### src/rtl/spi_xfer_ctrl.sv
// SPI master transfer controller: one full-duplex DATA_W-bit transaction per start request,
// with SCLK from a programmable half-period divider and CPOL/CPHA/LSB-first bit sequencing.
module spi_xfer_ctrl #(
  parameter int unsigned DATA_W = 8,
  parameter int unsigned DIV_W  = 8
) (
  input  logic                      clk_i,
  input  logic                      rst_i,
  input  logic                      start_i,
  input  logic [DATA_W-1:0]         tx_data_i,
  input  logic [DIV_W-1:0]          baud_div_i,
  input  logic                      cpol_i,
  input  logic                      cpha_i,
  input  logic                      lsbfe_i,
  input  logic                      miso_i,
  output logic                      sclk_o,
  output logic                      mosi_o,
  output logic                      ss_n_o,
  output logic                      busy_o,
  output logic                      done_o,
  output logic [DATA_W-1:0]         rx_data_o,
  output logic [$clog2(DATA_W)-1:0] bit_idx_o
);

  localparam int unsigned IdxW  = $clog2(DATA_W);
  localparam int unsigned EdgeW = $clog2(2 * DATA_W);

  typedef enum logic [2:0] {
    StIdle,
    StAssert,
    StShift,
    StHold,
    StDone
  } state_e;

  state_e            state_q;
  logic [DIV_W-1:0]  div_q;
  logic [DIV_W-1:0]  cnt_q;
  logic [EdgeW-1:0]  edge_q;
  logic [IdxW-1:0]   idx_q;
  logic [DATA_W-1:0] tx_q;
  logic [DATA_W-1:0] rx_q;
  logic              cpha_q;
  logic              lsbfe_q;

  logic              sclk_q;
  logic              mosi_q;
  logic              ss_n_q;
  logic              busy_q;
  logic              done_q;
  logic [DATA_W-1:0] rx_data_q;

  logic              tick;
  logic              leading;
  logic              last_edge;
  logic [IdxW-1:0]   idx_step;
  logic [IdxW-1:0]   idx_preset;

  always_comb begin
    tick       = (cnt_q == div_q);
    // edge_q counts completed edges, so an even count means the next edge is a leading one
    leading    = ~edge_q[0];
    last_edge  = (edge_q == EdgeW'(2 * DATA_W - 1));
    idx_step   = lsbfe_q ? (idx_q + IdxW'(1)) : (idx_q - IdxW'(1));
    idx_preset = lsbfe_i ? '0 : IdxW'(DATA_W - 1);
  end

  always_ff @(posedge clk_i) begin
    if (rst_i) begin
      state_q   <= StIdle;
      div_q     <= '0;
      cnt_q     <= '0;
      edge_q    <= '0;
      idx_q     <= idx_preset;
      tx_q      <= '0;
      rx_q      <= '0;
      cpha_q    <= 1'b0;
      lsbfe_q   <= 1'b0;
      sclk_q    <= cpol_i;
      mosi_q    <= 1'b0;
      ss_n_q    <= 1'b1;
      busy_q    <= 1'b0;
      done_q    <= 1'b0;
      rx_data_q <= '0;
    end else begin
      done_q <= 1'b0;
      unique case (state_q)
        StIdle: begin
          sclk_q <= cpol_i;
          ss_n_q <= 1'b1;
          mosi_q <= 1'b0;
          idx_q  <= idx_preset;
          if (start_i) begin
            tx_q    <= tx_data_i;
            div_q   <= baud_div_i;
            cpha_q  <= cpha_i;
            lsbfe_q <= lsbfe_i;
            rx_q    <= '0;
            cnt_q   <= '0;
            edge_q  <= '0;
            busy_q  <= 1'b1;
            ss_n_q  <= 1'b0;
            // CPHA=0 needs the first bit on the wire before the first leading edge
            mosi_q  <= cpha_i ? 1'b0 : tx_data_i[idx_preset];
            state_q <= StAssert;
          end
        end

        StAssert: begin
          if (tick) begin
            cnt_q   <= '0;
            state_q <= StShift;
          end else begin
            cnt_q <= cnt_q + DIV_W'(1);
          end
        end

        StShift: begin
          if (!tick) begin
            cnt_q <= cnt_q + DIV_W'(1);
          end else begin
            cnt_q  <= '0;
            sclk_q <= ~sclk_q;
            edge_q <= edge_q + EdgeW'(1);
            if (leading) begin
              if (!cpha_q) begin
                rx_q[idx_q] <= miso_i;
              end else begin
                mosi_q <= tx_q[idx_q];
              end
            end else begin
              if (cpha_q) begin
                rx_q[idx_q] <= miso_i;
              end
              if (!last_edge) begin
                idx_q <= idx_step;
                if (!cpha_q) begin
                  mosi_q <= tx_q[idx_step];
                end
              end
            end
            if (last_edge) begin
              state_q <= StHold;
            end
          end
        end

        StHold: begin
          if (tick) begin
            cnt_q     <= '0;
            busy_q    <= 1'b0;
            ss_n_q    <= 1'b1;
            done_q    <= 1'b1;
            mosi_q    <= 1'b0;
            rx_data_q <= rx_q;
            state_q   <= StDone;
          end else begin
            cnt_q <= cnt_q + DIV_W'(1);
          end
        end

        StDone: begin
          state_q <= StIdle;
        end

        default: begin
          state_q <= StIdle;
        end
      endcase
    end
  end

  assign sclk_o    = sclk_q;
  assign mosi_o    = mosi_q;
  assign ss_n_o    = ss_n_q;
  assign busy_o    = busy_q;
  assign done_o    = done_q;
  assign rx_data_o = rx_data_q;
  assign bit_idx_o = idx_q;

endmodule

### config.mk
export PLATFORM = sky130hd
export DESIGN_NAME = spi_xfer_ctrl
export DESIGN_NICKNAME = d
export VERILOG_FILES = /design/src/rtl/spi_xfer_ctrl.sv
export SDC_FILE = /design/constraint.sdc
export NUM_CORES = 1
export LEC_CHECK = 0
export CAP_MARGIN = 20
export CORE_MARGIN = 2
export CORE_UTILIZATION = 54
export CTS_CLUSTER_DIAMETER = 40
export CTS_CLUSTER_SIZE = 12
export DETAILED_ROUTE_END_ITERATION = 7
export GPL_ROUTABILITY_DRIVEN = 1
export PLACE_DENSITY = 0.88
export SYNTH_ARGS = -nofsm -noshare
export SYNTH_HDL_FRONTEND = slang
export SYNTH_SLANG_ARGS = --single-unit
### constraint.sdc
create_clock -name clk_i -period 2.56 [get_ports clk_i]
set_input_delay 0.512 -clock clk_i [delete_from_list [all_inputs] [get_ports clk_i]]
set_output_delay 0.512 -clock clk_i [all_outputs]
set_load 0.1 [all_outputs]
==> results of run 1 <==
## sequential cells by signal (all words and copies together), names as in the netlist
signal and cells:
rx_data_o 8, mosi_o 1, ss_n_o 1, cpha_q 1
edge_q 4, state_q 3, cnt_q 8, tx_q 8
rx_q 8, lsbfe_q 1, busy_o 1, div_q 8
done_o 1, bit_idx_o 3, sclk_o 1
## worst max path at each step
| stage | start | endpoint | slack [ps] | cells past startpoint |
|---|---|---|---|---|
| final | cnt_q[2]$_SDFFE_PP0P_ | bit_idx_o[0]$_DFFE_PP_ | 380 | 5 |
| after floorplan | bit_idx_o[0]$_DFFE_PP_ | mosi_o$_SDFFE_PP0P_ | -260 | 8 |
| after global placement | start_i | ss_n_o$_SDFFE_PP1P_ | 450 | 6 |
| after global routing | cnt_q[2]$_SDFFE_PP0P_ | bit_idx_o[0]$_DFFE_PP_ | 220 | 5 |
| after detailed placement | start_i | ss_n_o$_SDFFE_PP1P_ | 410 | 6 |
| after CTS | cnt_q[2]$_SDFFE_PP0P_ | bit_idx_o[0]$_DFFE_PP_ | 400 | 5 |
## through the flow
step / instance area [sq um] / setup slack [ps] / total power, W / hold WS (ps) / cells
6_report: 3272 / 376.5 / 0.002422 / 473.4 / 407
2_1_floorplan: 2699 / -258.3 / 0.001549 / 443.1 / 295
5_1_grt: 3272 / 220.0 / 0.002535 / 493.1 / 407
3_5_place_dp: 3098 / 414.2 / 0.001698 / 464.8 / 391
3_3_place_gp: 3098 / 451.6 / 0.001684 / 457.6 / 391
4_1_cts: 3272 / 403.1 / 0.002434 / 474.1 / 407
## cell type report
cell class | instances | share of cell area [%]
clock buffers | 13 | 4.857
well taps | 67 | 2.562
multi-input cells | 215 | 43.02
clock inverters | 3 | 0.4589
flip-flops and latches | 57 | 36.10
inverters | 6 | 0.7648
repair buffers | 46 | 12.24
## cell families after synthesis
logic type,Yosys count,share of synthesized area [%]
simple gates,118,22.33
compound gates,59,14.41
flops,57,44.01
buf+inv,23,3.543
xor+xnor,21,7.366
mux,14,6.667
fa+ha+maj,3,1.678
## routing by layer
layer / vias to the layer above / global-route usage, %
met2: 72 / 34.61
met1: 1028 / 30.13
li1: 1130 / -
met5: - / 0
met3: 13 / 4.472
met4: 0 / 12.90
## critical path: stages (launching register included)
cell and delay (ps):
dfxtp_1 450, xor2_1 150, nor4_4 520, nand2_1 190, o31ai_1 320, a21o_1 250
## power by group through the flow
stage	Combinational (W)	Sequential, W	Clock [W]
final	0.000661	0.00103	0.000730
after CTS	0.000659	0.00103	0.000746
after global placement	0.000641	0.00104	0
after global routing	0.000719	0.00104	0.000778
after detailed placement	0.000652	0.00105	0
after floorplan	0.000383	0.00117	0
## cells in the final DEF, fill, tap and decap left out, drive strengths merged, types with 8 or more instances in the layout
master         instances
nor3                   9
xor2                  16
dfxtp                 53
nor2                  26
a21oi                 27
buf                   24
nand2                 49
clkbuf                13
clkdlybuf4s50         22
o21ai                  8
mux2i                 10
a32o                   8
==> results.md, run 1 <==
- Final period utilization: 85.29%
- NetSw: slightly above 0.0008 W
- RSZ-0062 raised after global routing: false
- DR WL met3: between 300 and 400 microns
- Top-area cell type share of the netlist area: between 30% and 40%
- Pre-antenna DRT Iters: 4
- Via density: roughly 5.5
- Clk network pwr share: 30.1%
- Hold path depth: 2
- Net Sw Frac: 34.00%
- Max Slew Vio Count: 0
- Worst R2R Setup Slack: 380 ps
- Yosys cell types: between 40 and 50
- CTS clk-pin slew, worst paths: 60 ps
- Maximum VDD drop: between 400 and 500 uV
- Post-route ant nets: 0
- CP Class: reg2reg
- Fin util: 68.82%
- WL per Instance: 13.87 microns
- Synthesized area: roughly 2700 sq um
- CTS tree: done
- Minimum clock period: 2183 ps
- Routed WL: 5.647 mm
- Sequential cell area: 1181 sq um
- Ant. Diodes: 0
- # rows: 25
- Nature of the critical path endpoint: register
- Share of cells above drive strength 1: 15.29%
- FF+latch count, synth: 57
- Die Span X: between 70 and 80 microns
- Worst-Skew Late Latency: 340 ps
- Input/output buffers: 38
- Path depth of the worst reg2reg path: 5
- P per Cell Area: 740.2 nW/um^2
- Post-synth ARST share: 0%
- Worst-margin pin slew: between 600 and 700 ps
- Core Region: between 4000 and 5000 sq um
- Layout net count: 361
- Met1 WL: 2.596 mm
- Starting Density: about 56%
- Die Span Y: 74.50 microns
- Met2 routed WL: around 2.6 mm
- Iter 0 DRT Violations: about 120
- Ys Warns: 0
- FF-to-FF End: bit_idx_o[0]$_DFFE_PP_
- Die ar.: 5550 sq um
- Gr ovfl total: 0
- Syn nets: roughly 320
- First-pass GRT wire length: 9.522 mm
- Main synth FF type: dfxtp_1
- Clock Path Buffers: 2
- Max Cap Viol: 0
- Final hold vios: 0
- Flop pwr share: 42.6%
- Setup bufs post-CTS: 0
- Setup TNS: 0 ps
- Cts repair resizes: 0
- Worst Skew: 5.280 ps
- Number of synthesized flops with an enable pin: 4
- Reg2Reg Launch Point: cnt_q[2]$_SDFFE_PP0P_
- Leakage: ~1.4 nW
- Comb pwr share: between 20 and 30%
- Vias in the first global route: 2109
- Sequential cell area fraction in the yosys report: 44.01%
- Most frequent cell after synthesis: dfxtp_1
- Worst hold start: div_q[4]$_SDFFE_PP0P_
- Post-Syn Area per Cell: 9.098 sq um
- Final setup viols: 0
- Arr. time, crit path: 2220 ps
- Syn Inst Count: 295
- Drt drc: 0
- Status: finished clean
- Hold Crit Class: reg2reg
- Post-synth top cells: dfxtp_1, nand2_1, a21oi_1
- Relative slew margins: 57.69%
- Critical Path Source Type: register
- Hold_buf cts: 0
- CTS Sinks: 57
- Fill cells: 400
- Hold endpoint: div_q[4]$_SDFFE_PP0P_
- F_max: 458.0 MHz
- CTS root buf: clkbuf_8
- TritonCTS Buffers: 9
- CTS H-tree depth: 3
- Internal Pwr Total: 0.001598 W
- Worst Path Max Fanout: 10
- CP Data Required Time: 2600 ps
- Post-DP HPWL: ~4.0 mm
- GRT Resource Usage Total: 22.70%
- Via count: 2243
- Area grow syn2layout: 21.91%
- Top layer in use: met4
- Routability cong.: roughly 0.86
- Largest net degree at the start of global routing: 24
- Main area contributors after synthesis: dfxtp_1, nand2_1, xor2_1, a21oi_1, edfxtp_1
- Multi-input logic area: 1408 sq um
- Dominant cell type by area after synthesis: dfxtp_1
- Initial antenna violation count: 0
- IO Pins: 39
Power figures use the tool's default switching activity.
==> inputs of run 2 (changes only) <==
--- a/config.mk
+++ b/config.mk
@@ -6,13 +6,14 @@
 export NUM_CORES = 1
 export LEC_CHECK = 0
 export CAP_MARGIN = 20
-export CORE_MARGIN = 2
-export CORE_UTILIZATION = 54
+export CORE_ASPECT_RATIO = 0.5
+export CORE_MARGIN = 3
+export CORE_UTILIZATION = 25
 export CTS_CLUSTER_DIAMETER = 40
 export CTS_CLUSTER_SIZE = 12
 export DETAILED_ROUTE_END_ITERATION = 7
 export GPL_ROUTABILITY_DRIVEN = 1
-export PLACE_DENSITY = 0.88
+export PLACE_DENSITY = 0.52
 export SYNTH_ARGS = -nofsm -noshare
 export SYNTH_HDL_FRONTEND = slang
 export SYNTH_SLANG_ARGS = --single-unit
==> results.md, run 2 (synthesis gave the netlist of run 1 again) <==
- Share of cells above drive strength 1: 16.08% (+0.79 points)
- Iter 0 DRT Violations: 123 (+0.82%)
- CTS Sinks: 57 (unchanged)
- Die Span X: 152.5 microns (+100%)
- Vias in the first global route: 2209 (+4.7%)
- Setup TNS: 0 ps (unchanged)
- Cts repair resizes: 0 (unchanged)
- Worst Path Max Fanout: 7 (-3)
- Pre-antenna DRT Iters: 4 (unchanged)
- Design area: 3475 sq um (+6.2%)
- Initial antenna violation count: 0 (unchanged)
- Worst hold slack: 464.9 ps (-8.445 ps)
- Dpl cell area: 3212 sq um (+3.7%)
- Post-DP HPWL: 4.625 mm (+15%)
- CTS root buf: clkbuf_16
- Area grow syn2layout: 29.46%
- Top layer in use: met4
- Gr ovfl total: 0 (unchanged)
- Hold Crit Class: reg2reg
- Input/output buffers: 38 (unchanged)
- Tot Pwr: 0.002763 W (+14%)
- Nature of the critical path endpoint: register
- Setup bufs post-CTS: 0 (unchanged)
- Worst Skew: 7.009 ps (+1.729 ps)
- Final setup viols: 0 (unchanged)
- Starting Density: 25.94% (-31 points)
- Leakage: 1.424 nW (+4.1%)
- First-pass GRT wire length: 10.91 mm (+15%)
- Met2 routed WL: 2.793 mm (+7.7%)
- Max Cap Viol: 0 (unchanged)
- Via density: 4.606 (-16%)
- CTS H-tree depth: 3 (unchanged)
- Status: finished clean
- P per Cell Area: 795.3 nW/um^2 (+7.4%)
- CTS clk-pin slew, worst paths: 50 ps (about the same)
- Drt drc: 0 (unchanged)
- Post-route ant nets: 0 (unchanged)
- Arr. time, crit path: 2340 ps (+120 ps)
- Maximum VDD drop: 359.7 uV (-16%)
- Worst-Skew Late Latency: 320 ps (-20 ps)
- Largest net degree at the start of global routing: 24 (unchanged)
- RSZ-0062 raised after global routing: false
- Final period utilization: 82.96% (-2.3 points)
- Critical Path Source Type: register
- # rows: 26 (+4.0%)
- Core Region: 10340 sq um (+120%)
- GRT Resource Usage Total: 11.23% (-11 points)
- DR WL met3: 214 microns (-34%)
- CTS tree: done
- CP Class: reg2reg
- Relative slew margins: 60.47% (+2.8 points)
- IO Pins: 39 (unchanged)
- Routability cong.: 0.7755 (-9.8%)
- Final hold vios: 0 (unchanged)
- Routed WL: 6.342 mm (+12%)
- Commonest non-fill, non-tap cells in the layout: dfxtp_1, nand2_1, a21oi_1, buf_4, nor2_1
- Path depth of the worst reg2reg path: 7 (+2)
- Clock Path Buffers: 2 (unchanged)
- Minimum clock period: 2124 ps (-59.80 ps)
- WL per Instance: 13.16 microns (-5.2%)
- F_max: 470.9 MHz (+2.8%)
- Hold path depth: 2 (unchanged)
- Die Span Y: 79.27 microns (+6.4%)
- Via count: 2220 (-1.0%)
- Commonest non-fill, non-tap cell in the layout: dfxtp_1
- Met1 WL: 3.285 mm (+27%)
- Layout net count: 364 (+0.83%)
- Ant. Diodes: 0 (unchanged)
- Worst-margin pin slew: 589.0 ps (-44.14 ps)
- CP Data Required Time: 2780 ps (+180 ps)
- Max Slew Vio Count: 0 (unchanged)
- Hold_buf cts: 0 (unchanged)
- TritonCTS Buffers: 9 (unchanged)
- Die ar.: 12090 sq um (+120%)
==> run 2: cell count changes in the layout (fill, tap and decap cells not counted), sizes merged <==
cell    previous run  this run
clkbuf            13        11
clkinv             3         4
buf               24        27
==> run 2: critical path, cell delays in order (launching register included) <==
cell	delay, ps
edfxtp_1	370
inv_1	200
fa_1	510
mux4_2	310
mux2_2	280
nand3_1	80
o41ai_1	70
o211a_1	200
==> run 2: routing by layer <==
| layer | up-vias | global-route usage [%] |
|---|---|---|
| li1 | 1137 | - |
| met4 | 0 | 3.200 |
| met1 | 1046 | 14.24 |
| met2 | 33 | 17.83 |
| met3 | 4 | 4.464 |
| met5 | - | 0 |
==> run 2: cell type report <==
| class | instances | area, sq um |
|---|---|---|
| inverter | 6 | 25.02 |
| sequential | 57 | 1181 |
| clock inverter | 4 | 20.02 |
| clock buffer | 11 | 242.7 |
| timing repair buffer | 49 | 422.9 |
| tap | 140 | 175.2 |
| fill | 1083 | 6870 |
| multi-input combinational | 215 | 1408 |
==> run 2: final timing paths <==
| path | startpoint | to | slack, ps |
|---|---|---|---|
| worst min-delay path | div_q[5]$_SDFFE_PP0P_ | div_q[5]$_SDFFE_PP0P_ | 460 |
| worst max-delay path | bit_idx_o[1]$_DFFE_PP_ | mosi_o$_SDFFE_PP0P_ | 440 |
| worst max register to register | bit_idx_o[1]$_DFFE_PP_ | mosi_o$_SDFFE_PP0P_ | 440 |
| worst min register to register | div_q[5]$_SDFFE_PP0P_ | div_q[5]$_SDFFE_PP0P_ | 460 |
==> run 2: per-stage QoR <==
stage	cells	worst slack [ps]	util, %
finish	482	436.3	33.59
global route	482	285.7	33.59
CTS	482	433.6	33.59
detailed placement	467	433.5	31.05
global placement	467	477.6	31.05
floorplan	295	-258.3	-
==> run 2: report_power, final <==
group	switching [W]	leakage [nW]	total (W)	internal, W
sequential	0.0000671	0.472	0.00103	0.000964
combinational	0.000435	0.817	0.000690	0.000255
clock	0.000377	0.135	0.00104	0.000665
==> inputs of run 3 (changes only) <==
--- a/config.mk
+++ b/config.mk
@@ -13,7 +13,7 @@
 export CTS_CLUSTER_SIZE = 12
 export DETAILED_ROUTE_END_ITERATION = 7
 export GPL_ROUTABILITY_DRIVEN = 1
-export PLACE_DENSITY = 0.52
+export PLACE_DENSITY = 0.53
 export SYNTH_ARGS = -nofsm -noshare
 export SYNTH_HDL_FRONTEND = slang
 export SYNTH_SLANG_ARGS = --single-unit
==> constraint.sdc (replaced) <==
create_clock -name clk_i -period 1.7 [get_ports clk_i]
set_input_delay 0.34 -clock clk_i [delete_from_list [all_inputs] [get_ports clk_i]]
set_output_delay 0.34 -clock clk_i [all_outputs]
set_load 0.1 [all_outputs]
==> results.md, run 3 (synthesis gave the netlist of run 1 again) <==
- TritonCTS Buffers: 9 (unchanged)
- Nature of the critical path endpoint: register
- Hold path depth: 2 (unchanged)
- Drt drc: 0 (unchanged)
- Setup WS post-layout: -356.3 ps (-792.6 ps)
- Design area: 4323 sq um (+24%)
- CP Data Required Time: 1920 ps (-860 ps)
- Failing checks: negative setup slack
- Critical Path Source Type: register
- Ant. Diodes: 0 (unchanged)
- Hold Crit Class: reg2reg
- Worst Skew: 7.421 ps (+0.4117 ps)
- Worst R2R Setup Slack: -360 ps (-790 ps)
- CTS clk-pin slew, worst paths: 50 ps (about the same)
- Initial antenna violation count: 0 (unchanged)
- IO Pins: 39 (unchanged)
- Commonest non-fill, non-tap cell in the layout: nand2_1
- Clock Path Buffers: 2 (unchanged)
- Maximum VDD drop: 586.9 uV (+63%)
- Core Region: 10340 sq um (unchanged)
- F_max: 486.3 MHz (+3.3%)
- Iter 0 DRT Violations: 83 (-33%)
- Vias in the first global route: 2358 (+6.7%)
- Path depth of the worst reg2reg path: 7 (unchanged)
- Tot Pwr: 0.004885 W (+77%)
- Final period utilization: 121.0% (+38 points)
- Input/output buffers: 38 (unchanged)
- GRT Resource Usage Total: 12.31% (+1.1 points)
- Arr. time, crit path: 2270 ps (-70 ps)
- P per Cell Area: 1130 nW/um^2 (+42%)
- Starting Density: 25.94% (unchanged)
- Layout net count: 405 (+11%)
- Final hold vios: 0 (unchanged)
- Area grow syn2layout: 61.07%
- Reg2Reg Launch Point: bit_idx_o[0]$_DFFE_PP_
- Routed WL: 6.987 mm (+10%)
- Sequential cell area: 1195 sq um (+1.2%)
- Worst Setup SP: bit_idx_o[0]$_DFFE_PP_
- Die ar.: 12090 sq um (unchanged)
- First-pass GRT wire length: 11.89 mm (+9.0%)
- Worst-margin pin slew: 540.3 ps (-48.78 ps)
- Share of cells above drive strength 1: 34.64% (+19 points)
- Via count: 2399 (+8.1%)
- Max Slew Vio Count: 0 (unchanged)
- Via density: 4.578 (-0.60%)
- Minimum clock period: 2056 ps (-67.40 ps)
- Dpl cell area: 3712 sq um (+16%)
- Non-Filler Instances: 524 (+8.7%)
- Placed cell count: 502 (+7.5%)
- Relative slew margins: 63.85% (+3.4 points)
- Dpl ws: -324.3 ps (-757.9 ps)
- CTS H-tree depth: 3 (unchanged)
- Largest net degree at the start of global routing: 32 (+33%)
- Worst Path Max Fanout: 3 (-4)
- CTS Sinks: 57 (unchanged)
- FF-to-FF End: mosi_o$_SDFFE_PP0P_
- CTS tree: done
- Leakage: 1.752 nW (+23%)
- Final setup viols: 19 (+19)
- RSZ-0062 raised after global routing: true
- Max Cap Viol: 0 (unchanged)
- Routability cong.: 0.7826 (+0.92%)
- Die Span Y: 79.27 microns (unchanged)
- Post-route ant nets: 0 (unchanged)
- Commonest non-fill, non-tap cells in the layout: nand2_1, dfxtp_1, buf_4
- Fill cells: 1038 (-4.2%)
- Gr ovfl total: 0 (unchanged)
- Worst setup endpoint: mosi_o$_SDFFE_PP0P_
- Status: complete, but fails checks
- Post-DP HPWL: 4.968 mm (+7.4%)
- Pre-antenna DRT Iters: 4 (unchanged)
- CTS root buf: clkbuf_16
- Multi-input logic area: 1637 sq um (+16%)
- Setup TNS: -1601 ps (-1601 ps)
- Die Span X: 152.5 microns (unchanged)
- Hold_buf cts: 0 (unchanged)
- WL per Instance: 13.33 microns (+1.3%)
- CP Class: reg2reg
- Worst-Skew Late Latency: 320 ps (about the same)
- # rows: 26 (unchanged)
## run 3: changes by cell type in the layout (fill, tap and decap cells not counted), sizes merged
cell	change
clkinv	-2
buf	+41
clkbuf	+3
## run 3: what timing repair did
item / in CTS / in global routing
resized for setup: 24 / 36
setup buffers: 3 / 2
pin swaps: 11 / 22
endpoints found under the setup margin: 18 / 32
gates cloned: 1 / 0
## run 3: layer usage
metal	up-vias	wire length, microns	global-route usage [%]
li1	1220	-	-
met1	1144	3396	15.89
met2	31	3322	19.82
met3	4	211	4.028
met4	0	57	3.733
met5	-	0	0
## run 3: report_power, final
part           internal [W]  switching [W]  total, W
registers           0.00145      0.0000930   0.00155
clock network       0.00114       0.000594   0.00173
logic              0.000764       0.000841   0.00161
## run 3: how the worst min path moves through the flow
stage	start	to	slack, ps
3_5_place_dp	div_q[5]$_SDFFE_PP0P_	div_q[5]$_SDFFE_PP0P_	460
4_1_cts	div_q[5]$_SDFFE_PP0P_	div_q[5]$_SDFFE_PP0P_	470
5_1_grt	tx_q[0]$_SDFFE_PP0P_	tx_q[0]$_SDFFE_PP0P_	500
3_3_place_gp	div_q[6]$_SDFFE_PP0P_	div_q[6]$_SDFFE_PP0P_	460
2_1_floorplan	tx_q[5]$_SDFFE_PP0P_	tx_q[5]$_SDFFE_PP0P_	440
6_report	div_q[5]$_SDFFE_PP0P_	div_q[5]$_SDFFE_PP0P_	470
## run 3: stage by stage
stage                     utilization [%]  hold WS (ps)
after floorplan                         -         443.1
after global placement              35.89         457.9
after detailed placement            35.89         463.0
after CTS                           39.94         470.1
after global routing                41.79         495.9
final                               41.79         466.5
## run 3: critical path, cell delays in order, from the launching register on
cell      delay, ps
edfxtp_1        390
inv_4            50
fa_2            580
mux4_2          300
mux2_4          290
nand3_2          60
o41ai_2          60
o211a_1         220
## run 3: area by class of cell
type	count	area share, %
Timing Repair Buffer	90	23.07
Tap cell	140	4.052
Sequential cell	57	27.64
Multi-Input combinational cell	215	37.86
Clock inverter	2	0.2315
Inverter	6	0.5789
Clock buffer	14	6.570
